**src/rtl/game_period.sv**
```systemverilog
// ---------------------------------------------------------------------------
// game_period
//
// Game-period stage of the reaction game. A gameSig pulse from the prelim
// countdown starts a round: a target symbol is shown, then a level-dependent
// number of pseudo-random symbols is streamed on the 1 Hz tick. The player
// enters how often the target appeared and presses submit; the answer is
// scored, the level updated, and prelimSig requests the next prelim period.
//
// Ports:
//   Clk100M      in   system clock, all state on its rising edge
//   Rst_n        in   asynchronous active-low reset
//   Clk1Hz       in   slow clock, synchronised and edge-detected as data
//   gameSig      in   round start pulse (honoured in IDLE only)
//   guess[5:0]   in   player's count of target occurrences
//   submitBtn    in   answer button (level), edge-detected internally
//   prelimSig    out  one-cycle request for the next prelim period
//   curLevel     out  current level 0..15
//   roundWin     out  one-cycle pulse on a correct answer
//   roundLose    out  one-cycle pulse on a wrong answer or timeout
//   gameSeg0..3  out  active-low segments, bit0=a .. bit6=g, bit7=dp
//   dbgTarget    out  latched target symbol code
//   dbgCount     out  running count of target occurrences
//
// Build option: define GAME_PERIOD_REVEAL_EN to show the true count instead
// of the player's guess on gameSeg1/gameSeg0 while the result is displayed.
// ---------------------------------------------------------------------------
module game_period #(
    parameter int SYM_BASE      = 4,
    parameter int SYM_PER_LEVEL = 2,
    parameter int TARGET_TICKS  = 2,
    parameter int ANS_TIMEOUT   = 10,
    parameter int RESULT_TICKS  = 2
) (
    input  logic       Clk100M,
    input  logic       Rst_n,
    input  logic       Clk1Hz,
    input  logic       gameSig,
    input  logic [5:0] guess,
    input  logic       submitBtn,
    output logic       prelimSig,
    output logic [3:0] curLevel,
    output logic       roundWin,
    output logic       roundLose,
    output logic [7:0] gameSeg0,
    output logic [7:0] gameSeg1,
    output logic [7:0] gameSeg2,
    output logic [7:0] gameSeg3,
    output logic [1:0] dbgTarget,
    output logic [5:0] dbgCount
);

    typedef enum logic [2:0] {
        S_IDLE,
        S_SHOW_TARGET,
        S_STREAM,
        S_ANSWER,
        S_RESULT
    } state_t;

    state_t      state_q,     state_d;
    logic [15:0] lfsr_q,      lfsr_d;
    logic [2:0]  tick_sync_q, tick_sync_d;
    logic [2:0]  btn_sync_q,  btn_sync_d;
    logic [3:0]  level_q,     level_d;
    logic [1:0]  target_q,    target_d;
    logic [1:0]  sym_q,       sym_d;
    logic [5:0]  count_q,     count_d;
    logic [5:0]  sym_cnt_q,   sym_cnt_d;
    logic [7:0]  tick_cnt_q,  tick_cnt_d;
    logic        win_q,       win_d;
    logic        prelim_q,    prelim_d;
    logic        win_pls_q,   win_pls_d;
    logic        lose_pls_q,  lose_pls_d;

    logic        tick;
    logic        sub_edge;
    logic [5:0]  num_sym;

    // Stage 0/1 synchronise, stage 2 holds the previous synchronised value.
    assign tick     = tick_sync_q[1] & ~tick_sync_q[2];
    assign sub_edge = btn_sync_q[1]  & ~btn_sync_q[2];
    assign num_sym  = 6'(SYM_BASE + SYM_PER_LEVEL * int'(level_q));

    function automatic logic [7:0] sym_pat(input logic [1:0] s);
        case (s)
            2'd0:    sym_pat = 8'hFE;
            2'd1:    sym_pat = 8'hBF;
            2'd2:    sym_pat = 8'hF7;
            default: sym_pat = 8'h7F;
        endcase
    endfunction

    function automatic logic [7:0] hex7(input logic [3:0] v);
        case (v)
            4'h0: hex7 = 8'hC0;  4'h1: hex7 = 8'hF9;
            4'h2: hex7 = 8'hA4;  4'h3: hex7 = 8'hB0;
            4'h4: hex7 = 8'h99;  4'h5: hex7 = 8'h92;
            4'h6: hex7 = 8'h82;  4'h7: hex7 = 8'hF8;
            4'h8: hex7 = 8'h80;  4'h9: hex7 = 8'h90;
            4'hA: hex7 = 8'h88;  4'hB: hex7 = 8'h83;
            4'hC: hex7 = 8'hC6;  4'hD: hex7 = 8'hA1;
            4'hE: hex7 = 8'h86;  default: hex7 = 8'h8E;
        endcase
    endfunction

    // State register
    always_ff @(posedge Clk100M or negedge Rst_n) begin
        if (!Rst_n) begin
            state_q     <= S_IDLE;
            lfsr_q      <= 16'hACE1;
            tick_sync_q <= '0;
            btn_sync_q  <= '0;
            level_q     <= '0;
            target_q    <= '0;
            sym_q       <= '0;
            count_q     <= '0;
            sym_cnt_q   <= '0;
            tick_cnt_q  <= '0;
            win_q       <= 1'b0;
            prelim_q    <= 1'b0;
            win_pls_q   <= 1'b0;
            lose_pls_q  <= 1'b0;
        end else begin
            state_q     <= state_d;
            lfsr_q      <= lfsr_d;
            tick_sync_q <= tick_sync_d;
            btn_sync_q  <= btn_sync_d;
            level_q     <= level_d;
            target_q    <= target_d;
            sym_q       <= sym_d;
            count_q     <= count_d;
            sym_cnt_q   <= sym_cnt_d;
            tick_cnt_q  <= tick_cnt_d;
            win_q       <= win_d;
            prelim_q    <= prelim_d;
            win_pls_q   <= win_pls_d;
            lose_pls_q  <= lose_pls_d;
        end
    end

    // Next-state logic
    always_comb begin
        state_d     = state_q;
        lfsr_d      = {lfsr_q[0] ^ lfsr_q[2] ^ lfsr_q[3] ^ lfsr_q[5], lfsr_q[15:1]};
        tick_sync_d = {tick_sync_q[1:0], Clk1Hz};
        btn_sync_d  = {btn_sync_q[1:0], submitBtn};
        level_d     = level_q;
        target_d    = target_q;
        sym_d       = sym_q;
        count_d     = count_q;
        sym_cnt_d   = sym_cnt_q;
        tick_cnt_d  = tick_cnt_q;
        win_d       = win_q;
        prelim_d    = 1'b0;
        win_pls_d   = 1'b0;
        lose_pls_d  = 1'b0;

        case (state_q)
            S_IDLE: begin
                if (gameSig) begin
                    target_d   = lfsr_q[3:2];
                    count_d    = '0;
                    sym_cnt_d  = '0;
                    tick_cnt_d = '0;
                    state_d    = S_SHOW_TARGET;
                end
            end
            S_SHOW_TARGET: begin
                if (tick) begin
                    if (tick_cnt_q == 8'(TARGET_TICKS - 1)) begin
                        tick_cnt_d = '0;
                        state_d    = S_STREAM;
                    end else begin
                        tick_cnt_d = tick_cnt_q + 8'd1;
                    end
                end
            end
            S_STREAM: begin
                // The tick after the last symbol leaves STREAM, so that
                // symbol stays on the display for a whole tick.
                if (tick) begin
                    if (sym_cnt_q == num_sym) begin
                        tick_cnt_d = '0;
                        state_d    = S_ANSWER;
                    end else begin
                        sym_d     = lfsr_q[1:0];
                        sym_cnt_d = sym_cnt_q + 6'd1;
                        if (lfsr_q[1:0] == target_q && count_q != 6'd63)
                            count_d = count_q + 6'd1;
                    end
                end
            end
            S_ANSWER: begin
                // Submit is checked first so it wins over a coincident timeout.
                if (sub_edge) begin
                    tick_cnt_d = '0;
                    state_d    = S_RESULT;
                    if (guess == count_q) begin
                        win_d     = 1'b1;
                        win_pls_d = 1'b1;
                        if (level_q != 4'd15)
                            level_d = level_q + 4'd1;
                    end else begin
                        win_d      = 1'b0;
                        lose_pls_d = 1'b1;
                    end
                end else if (tick) begin
                    if (tick_cnt_q == 8'(ANS_TIMEOUT - 1)) begin
                        tick_cnt_d = '0;
                        win_d      = 1'b0;
                        lose_pls_d = 1'b1;
                        state_d    = S_RESULT;
                    end else begin
                        tick_cnt_d = tick_cnt_q + 8'd1;
                    end
                end
            end
            S_RESULT: begin
                if (tick) begin
                    if (tick_cnt_q == 8'(RESULT_TICKS - 1)) begin
                        tick_cnt_d = '0;
                        prelim_d   = 1'b1;
                        state_d    = S_IDLE;
                    end else begin
                        tick_cnt_d = tick_cnt_q + 8'd1;
                    end
                end
            end
            default: state_d = S_IDLE;
        endcase
    end

    // Output logic
    always_comb begin
        gameSeg0 = 8'hFF;
        gameSeg1 = 8'hFF;
        gameSeg2 = 8'hFF;
        gameSeg3 = 8'hFF;
        case (state_q)
            S_SHOW_TARGET: gameSeg3 = sym_pat(target_q);
            S_STREAM: begin
                // Blank until the first symbol has been drawn.
                if (sym_cnt_q != 6'd0)
                    gameSeg3 = sym_pat(sym_q);
            end
            S_ANSWER: begin
                gameSeg3 = 8'hBF;
                gameSeg1 = hex7({2'b00, guess[5:4]});
                gameSeg0 = hex7(guess[3:0]);
            end
            S_RESULT: begin
                gameSeg3 = win_q ? 8'h8C : 8'h8E;
`ifdef GAME_PERIOD_REVEAL_EN
                gameSeg1 = hex7({2'b00, count_q[5:4]});
                gameSeg0 = hex7(count_q[3:0]);
`else
                gameSeg1 = hex7({2'b00, guess[5:4]});
                gameSeg0 = hex7(guess[3:0]);
`endif
            end
            default: ;
        endcase
    end

    assign prelimSig = prelim_q;
    assign curLevel  = level_q;
    assign roundWin  = win_pls_q;
    assign roundLose = lose_pls_q;
    assign dbgTarget = target_q;
    assign dbgCount  = count_q;

endmodule

```
**config.mk**
```make
export PLATFORM = sky130hd
export DESIGN_NAME = game_period
export DESIGN_NICKNAME = d
export VERILOG_FILES = /design/src/rtl/game_period.sv
export SDC_FILE = /design/constraint.sdc
export NUM_CORES = 1
export LEC_CHECK = 0
export BUFFER_PORTS_ARGS = -buffer_cell sky130_fd_sc_hd__clkbuf_2
export CORE_MARGIN = 4
export CORE_UTILIZATION = 51
export DETAILED_ROUTE_END_ITERATION = 8
export PLACE_DENSITY = 0.79
export SLEW_MARGIN = 20
export SYNTH_ARGS = -nofsm -noshare
export SYNTH_HDL_FRONTEND = slang
export SYNTH_SLANG_ARGS = --single-unit
```
**constraint.sdc**
```tcl
create_clock -name Clk100M -period 2.9 [get_ports Clk100M]
set_input_delay 0.29 -clock Clk100M [delete_from_list [all_inputs] [get_ports Clk100M]]
set_output_delay 0.29 -clock Clk100M [all_outputs]
set_load 0.01 [all_outputs]
```
Yosys cells after proc, flatten, opt, wreduce, memory -nomap -nowiden
Memory sizes are Yosys's and may differ from the RTL's.
Index checks and enable logic that the tools add are counted.
- reduce and logical (&&, ||, !) cells: 20
- bitwise logic cells: 8
- $add $sub $neg: 5
- mux-type cells: 50
- equal/unequal tests: 30
- operators with widths (cell ; count):
    one-hot mux 8 bit (4 select lines) ; 3
    two-way mux 8 bit ; 10
    one-hot mux 8 bit (3 select lines) ; 2
    two-way mux 6 bit ; 6
    two-way mux 3 bit ; 10
    one-hot mux 6 bit (2 select lines) ; 2
    inequality test 2 bit (second input constant) ; 9
    one-hot mux 8 bit (2 select lines) ; 1
    one-hot mux 3 bit (5 select lines) ; 1
    two-way mux 1 bit ; 14
    adder 6 x 1 -> 6 bit (second input constant) ; 2
    equality test 6 bit ; 2
    AND reduction 9 bit ; 1
    adder 8 x 1 -> 8 bit (second input constant) ; 1
    equality test 2 bit (second input constant) ; 4
    equality test 8 x 1 -> 1 bit (second input constant) ; 1
    equality test 8 x 4 -> 1 bit (second input constant) ; 1
    AND reduction 4 bit ; 2
    adder 3 x 5 -> 6 bit (first input constant) ; 1
    equality test 2 x 1 -> 1 bit (second input constant) ; 3
    equality test 3 x 2 -> 1 bit (second input constant) ; 2
    zero test 2 bit ; 3
    inequality test 3 bit (second input constant) ; 2
    inequality test 6 bit (second input constant) ; 1
    other kinds (20) ; 29
- bits in read-only memories: 224
- memories: 2
- output and inout port bits: 47
- input port bits: 11
- register bits: 57
- memories (memory ; words ; bits a word ; rd ports ; clocked after Yosys merged registers in ; write ports ; line ; text):
    (name not given) ; 16 ; 7 ; 1 ; 0 ; 0 ; 95 ; case (v)
    (name not given) ; 16 ; 7 ; 1 ; 0 ; 0 ; 95 ;

Longest topological paths before layout
Gate-level depths: netlist of the first run.
- depth after elaboration: 6
- mapped depth: 8
- mapped depth without buffers: 7

Least setup slack after synthesis of the first run
OpenSTA, ideal clock, no wires.
- kind: register -> register
- start point: reg level_q[1] (netlist: curLevel[1])
- end point: reg sym_cnt_q[4]
- data required time: 2.776 ns
- setup time: 0.124 ns
- slack: 0.786 ns
- cell stages (with the launch flop): 7
- arrival time: 1.990 ns
- clock period less this slack: 2.114 ns
- cells stage by stage: dfrtp_1 > ha_1 > xor2_1 > or4_4 > a22o_1 > buf_6 > a211o_1
- word-level cells in the longest chain between the ends: 4
- RTL lines (item ; line ; text):
    start: declaration ; 65 ; logic [3:0] level_q, level_d;
    start signal: assignment ; 129 ; level_q <= level_d;
    adder 3 x 5 -> 6 bit ; 83 ; assign num_sym = 6'(SYM_BASE + SYM_PER_LEVEL * int'(level_q));
    equality test 6 bit ; 183 ; if (sym_cnt_q == num_sym) begin
    inequality test 2 bit (no source line) ; n/a ;
    AND reduction 4 bit (no source line) ; n/a ;
    end signal: assignment ; 133 ; sym_cnt_q <= sym_cnt_d;
    end: declaration ; 69 ; logic [5:0] sym_cnt_q, sym_cnt_d;
No other way between the ends.
A chain may end at the register's enable or synchronous reset.

Worst setup path in the final report of the first run
- start point: reg state_q[0]
- end point: out gameSeg1[5]
- word-level cells in the longest chain between the ends: 3
- elaborated cells on any way between the ends: 4
- RTL lines (item ; line ; text):
    start: declaration ; 61 ; state_t state_q, state_d;
    start signal: assignment ; 125 ; state_q <= state_d;
    equality test 3 bit / equality test 3 x 2 -> 1 bit (equally long branches) ; 240 ; case (state_q)
    OR reduction 2 bit (no source line) (*) ; n/a ;
    two-way mux 8 bit (*) ; n/a ;
    end: declaration ; 46 ; output logic [7:0] gameSeg1,
Every way passes the cells marked *; elsewhere a longest branch is shown, timed or not.

==> impl_metrics.env, run 1 <==
export IMPL_final_cell_mix="49 x dfrtp_1, 46 x clkbuf_2, 44 x nand2_1"
export IMPL_crit_fanout=19
export IMPL_post_route_util=0.590
export IMPL_detail_route_first_pass_iterations=4
export IMPL_cts_root_buf="clkbuf_8"
export IMPL_hold_class="primary input to flip-flop"
export IMPL_ys_types=63
export IMPL_layout_commonest_cell="dfrtp_1"
export IMPL_num_antenna_cells=0
export IMPL_grt_setup_unrepaired="false"
export IMPL_fp_row_count=29
export IMPL_wl_um=7100
export IMPL_final_setup_worst_slack_ns=0.265
export IMPL_report_final_hold_viol_count=0
export IMPL_cp_start_kind="flip-flop"
export IMPL_post_route_period_util=0.909
export IMPL_fmax_mhz=380
export IMPL_cts_tree="built"
export IMPL_crit_type="flip-flop to primary output"
export IMPL_area_growth_pct=12.6
export IMPL_min_period_ns=2.63
export IMPL_num_io_pins=58
export IMPL_drv_slew=0
export IMPL_vias_per_cell=5.80
export IMPL_numCtsBuffers=9
export IMPL_ir_drop_uv=436
export IMPL_nets=400
export IMPL_first_global_vias=2470
export IMPL_antenna_found_initial=0
export IMPL_outcome="complete, no violations"
export IMPL_grt_total_usage=0.197
export IMPL_fp_coreArea_sq_um=6310
export IMPL_dominantRegCellSynth="dfrtp_1"
export IMPL_drive_gt1_frac=0.236
export IMPL_postRouteAntennaNets=0
export IMPL_dp_cells=441
export IMPL_cp_arrival_ns=2.34
export IMPL_numPortBuffers=46
export IMPL_synth_seq_area_share=0.434
export IMPL_final_setup_tns_ns=0
export IMPL_ys_warnings_count=0
export IMPL_setup_viol=0
export IMPL_instances_no_fill=458
export IMPL_cts_buffer_depth=2
export IMPL_tightest_slew_ns=0.717
export IMPL_cap_violations=0
export IMPL_grt_ovfl_total=0
export IMPL_clock_sinks=57
export IMPL_routedWlPerCell_um=15.5
export IMPL_crit_path_end_kind="primary output"
export IMPL_dp_hpwl_um=5180
export IMPL_critPathRequiredTime_ns=2.61
export IMPL_syn_inst=332
export IMPL_synth_edf_count=0
export IMPL_power_density_nw_per_um2=788
export IMPL_drtIter0Drc=241
export IMPL_async_reset_ff_frac=1.00
export IMPL_htree_levels=3
export IMPL_avgSynthCellArea_sq_um=9.97
export IMPL_initial_core_util=0.524
export IMPL_ys_seq_elements=57
export IMPL_gp_congestion=0.866
export IMPL_insertion_delay_ns=0.34
export IMPL_route_vias_total=2655
export IMPL_clk_pin_slew_ns=0.07
export IMPL_p_leak_uw=0.00176
export IMPL_maxSlewHeadroom=0.519
export IMPL_clock_skew_ns=0.00637
export IMPL_die_w_um=88.6
export IMPL_dieArea_sq_um=7840
export IMPL_drc=0
export IMPL_grt_pass1_wl_um=11800
export IMPL_syn_area_sq_um=3310
export IMPL_grt_max_degree=26
export IMPL_fillers=556
export IMPL_die_height_um=88.6
export IMPL_post_cts_buffers=0
export IMPL_whs_ns=0.0491
export IMPL_post_place_ws_ns=0.532
## metal layers
metal | global-route usage | share of wire | vias to the layer above
met3 | 0.0391 | 0.066 | 9
met5 | 0 | 0 | -
met2 | 0.306 | 0.47 | 91
li1 | - | - | 1269
met4 | 0.0907 | 0.013 | 0
met1 | 0.266 | 0.46 | 1286
## synthesized netlist by cell type (all sizes together) (7+ instances only)
master,count,area [sq um]
xnor2,11,96.3
nand2,44,165
ha,13,163
xor2,7,61.3
inv,16,60.1
dfstp,8,210
and3,9,56.3
o21ai,12,60.1
buf,21,164
dfrtp,49,1230
a21oi,11,58.8
nand3,7,35.0
nand2b,10,70.1
## sequential cells by signal (all words and copies together), names as in the netlist
name,flops
btn_sync_q,3
curLevel,4
dbgCount,6
dbgTarget,2
lfsr_q,16
prelimSig,1
roundLose,1
roundWin,1
state_q,3
sym_cnt_q,6
sym_q,2
tick_cnt_q,8
tick_sync_q,3
win_q,1
## worst max-delay path, stage by stage, from the launching register on
cell and delay (ns):
dfrtp_1 0.70, and2b_1 0.29, nand2_1 0.15, nand2_1 0.28
inv_1 0.14, or3_1 0.31, clkbuf_2 0.13
## logic make-up after synthesis
group                    share of synthesized area
AND/OR/NAND/NOR                              0.204
buffers and inverters                       0.0733
XOR/XNOR                                    0.0476
other                                      0.00113
adder cells (fa/ha/maj)                     0.0492
multiplexers                                0.0321
flip-flops                                   0.434
AO/OA/AOI/OAI                                0.159
## cell type report
class / count / area [sq um] / share of cell area
Multi-Input combinational cell: 243 / 1670 / 0.449
Clock inverter: 7 / 80.1 / 0.0215
Inverter: 16 / 60.1 / 0.0161
Timing Repair Buffer: 49 / 255 / 0.0685
Sequential cell: 57 / 1440 / 0.386
Tap cell: 77 / 96.3 / 0.0259
Clock buffer: 9 / 124 / 0.0333
## through the flow
step / instance area, sq um / power [uW]
global placement: 3510 / 2150
CTS: 3720 / 2950
detailed placement: 3510 / 2190
finish: 3720 / 2930
floorplan: 3350 / 1910
global route: 3720 / 3150
## power breakdown
| part | switching (uW) | internal (uW) |
|---|---|---|
| clock network | 343 | 403 |
| registers | 178 | 879 |
| logic | 694 | 437 |
## what timing repair did
item,4_1_cts,5_1_grt
setup endpoints to repair,0,3
hold buffers,1,0
gates resized for setup,0,1
endpoints found under the hold margin,17,0
## worst paths after layout
| path | startpoint | to | slack [ns] | cells after the start |
|---|---|---|---|---|
| setup / recovery | state_q[0]$_DFFE_PN0P_ | gameSeg1[5] | 0.27 | 6 |
| hold / removal | Clk1Hz | tick_sync_q[0]$_DFF_PN0_ | 0.05 | 1 |
| setup reg to reg | state_q[1]$_DFFE_PN0P_ | sym_q[0]$_DFFE_PN0P_ | 0.47 | 4 |
| hold reg to reg | tick_sync_q[0]$_DFF_PN0_ | tick_sync_q[1]$_DFF_PN0_ | 0.35 | 0 |
| max in group asynchronous | Rst_n | lfsr_q[0]$_DFF_PN1_ | 1.71 | 3 |
| min in group asynchronous | Rst_n | tick_cnt_q[6]$_DFFE_PN0P_ | 0.48 | 2 |
No activity file was read; power rests on OpenSTA's default activity.
==> run 2, diff against run 1 <==
--- a/config.mk
+++ b/config.mk
@@ -9,6 +9,7 @@
 export CORE_MARGIN = 4
 export CORE_UTILIZATION = 51
 export DETAILED_ROUTE_END_ITERATION = 8
+export MAX_ROUTING_LAYER = met4
 export PLACE_DENSITY = 0.79
 export SLEW_MARGIN = 20
 export SYNTH_ARGS = -nofsm -noshare
==> run 2 against run 1 <==
Worst hold slack worse by 0.0026 ns; final area unchanged; worst setup slack got worse by 0.0052 ns; global-route usage rose by 0.61 points; core utilization stayed put; sequential cell count unchanged; critical endpoint unchanged.
==> impl_metrics.env, run 2 (synthesized netlist as in run 1, its figures left out) <==
export IMPL_outcome="complete, no violations"
export IMPL_r2r_end="sym_q[0]$_DFFE_PN0P_"
export IMPL_post_route_period_util=0.910
export IMPL_post_cts_buffers=0
export IMPL_drc=0
export IMPL_place_area_sq_um=3510
export IMPL_antenna_found_initial=0
export IMPL_nets=400
export IMPL_dieArea_sq_um=7840
export IMPL_clock_skew_ns=0.00812
export IMPL_cp_start_kind="flip-flop"
export IMPL_cap_violations=0
export IMPL_slowest_delay_ns=0.71
export IMPL_largestRegisters="lfsr_q: 16 flops, tick_cnt_q: 8 flops"
export IMPL_final_cell_mix="49 x dfrtp_1, 46 x clkbuf_2, 44 x nand2_1"
export IMPL_route_vias_total=2656
export IMPL_grt_max_degree=26
export IMPL_grt_setup_unrepaired="false"
export IMPL_numCtsBuffers=9
export IMPL_final_setup_worst_slack_ns=0.260
export IMPL_reg2reg_from="state_q[1]$_DFFE_PN0P_"
export IMPL_final_setup_tns_ns=0
export IMPL_clk_pin_slew_ns=0.07
export IMPL_met1_usage=0.265
export IMPL_crit_type="flip-flop to primary output"
export IMPL_crit_fanout=19
export IMPL_cp_arrival_ns=2.35
export IMPL_dp_cells=441
export IMPL_numPortBuffers=46
export IMPL_grt_busiest_layer="met2"
export IMPL_reg2reg_slack_ns=0.44
export IMPL_ir_drop_uv=437
export IMPL_post_place_ws_ns=0.532
export IMPL_first_global_vias=2469
export IMPL_grt_ovfl_total=0
export IMPL_cts_buffer_depth=2
export IMPL_gp_congestion=0.880
export IMPL_num_io_pins=58
export IMPL_routedWlPerCell_um=15.5
export IMPL_htree_levels=3
export IMPL_hold_start="Clk1Hz"
export IMPL_fmax_mhz=379
export IMPL_regMostFlops="lfsr_q"
export IMPL_dp_hpwl_um=5180
export IMPL_insertion_delay_ns=0.34
export IMPL_drtIter0Drc=215
export IMPL_crit_path_top_delay_cell="dfrtp_1"
export IMPL_path_cells="and2b_1 -> nand2_1 -> nand2_1 -> inv_1 -> or3_1 -> clkbuf_2"
export IMPL_design_area_sq_um=3720
export IMPL_initial_core_util=0.524
export IMPL_instances_no_fill=458
export IMPL_drv_slew=0
export IMPL_holdPathEnd="tick_sync_q[0]$_DFF_PN0_"
export IMPL_critPathRequiredTime_ns=2.61
export IMPL_met2_usage=0.306
export IMPL_p_leak_uw=0.00176
export IMPL_largest_reg_flops=16
export IMPL_fp_coreArea_sq_um=6310
export IMPL_clock_sinks=57
export IMPL_power_density_nw_per_um2=789
export IMPL_r2r_cells=4
export IMPL_grt_pass1_wl_um=11800
export IMPL_min_period_ns=2.64
export IMPL_fp_row_count=29
export IMPL_path_common_cell="nand2_1"
export IMPL_cts_root_buf="clkbuf_8"
export IMPL_tightest_slew_ns=0.723
export IMPL_whs_ns=0.0465
export IMPL_drive_gt1_frac=0.236
export IMPL_die_height_um=88.6
export IMPL_min_path_cells=1
export IMPL_vias_per_cell=5.80
export IMPL_grt_total_usage=0.203
export IMPL_setup_viol=0
export IMPL_num_antenna_cells=0
export IMPL_layout_commonest_cell="dfrtp_1"
export IMPL_gr_usage_met3=0.0391
export IMPL_report_final_hold_viol_count=0
export IMPL_maxSlewHeadroom=0.515
export IMPL_die_w_um=88.6
export IMPL_wl_um=7080
export IMPL_cts_tree="built"
export IMPL_crit_path_end_kind="primary output"
export IMPL_detail_route_first_pass_iterations=4
export IMPL_area_growth_pct=12.6
export IMPL_hold_class="primary input to flip-flop"
export IMPL_postRouteAntennaNets=0
-- run 2: cell counts in the layout (fill, tap and decap cells not counted) --
Identical to the previous run, type by type.
-- run 2: power breakdown --
part	internal, uW	switching [uW]	leakage [uW]	total [uW]
clock	403	347	0.0000960	750
sequential	879	179	0.000742	1060
combinational	437	694	0.000924	1130
-- run 2: how the worst max path moves through the flow --
stage | from | end | cells after the start
5_1_grt | state_q[0]$_DFFE_PN0P_ | gameSeg1[5] | 6
6_report | state_q[0]$_DFFE_PN0P_ | gameSeg1[5] | 6
3_5_place_dp | state_q[1]$_DFFE_PN0P_ | gameSeg0[3] | 6
4_1_cts | state_q[1]$_DFFE_PN0P_ | gameSeg0[3] | 6
3_3_place_gp | state_q[1]$_DFFE_PN0P_ | gameSeg1[5] | 6
2_1_floorplan | curLevel[1]$_DFFE_PN0P_ | sym_cnt_q[4]$_DFFE_PN0P_ | 6
-- run 2: area by class of cell --
class,instances,area [sq um]
repair buffers,49,255
inverters,16,60.1
fillers,556,2590
well taps,77,96.3
clock buffers,9,124
clock inverters,7,80.1
flip-flops and latches,57,1440
multi-input cells,243,1670
-- run 2: routing by layer --
| metal | up-vias | routed length [um] | part of all wire |
|---|---|---|---|
| li1 | 1273 | - | - |
| met1 | 1281 | 3190 | 0.45 |
| met2 | 88 | 3250 | 0.46 |
| met3 | 14 | 505 | 0.071 |
| met4 | 0 | 136 | 0.019 |
| met5 | - | 0 | 0 |
-- run 2: critical path, delay by kind of cell, from the launching register on --
kind | cells | cell delay, ns
AND/OR/NAND/NOR | 4 | 1.03
buffers and inverters | 2 | 0.27
flip-flops | 1 | 0.71
-- run 2: stage by stage --
| step | total power, uW | util |
|---|---|---|
| floorplan | 1910 | - |
| global placement | 2150 | 0.555 |
| detailed placement | 2190 | 0.555 |
| CTS | 2950 | 0.589 |
| global route | 3150 | 0.590 |
| finish | 2940 | 0.590 |
-- run 2: repair_timing --
item	4_1_cts	5_1_grt
hold buffers	1	0
resized for setup	0	1
endpoints found under the hold margin	17	0
setup endpoints to repair	0	3
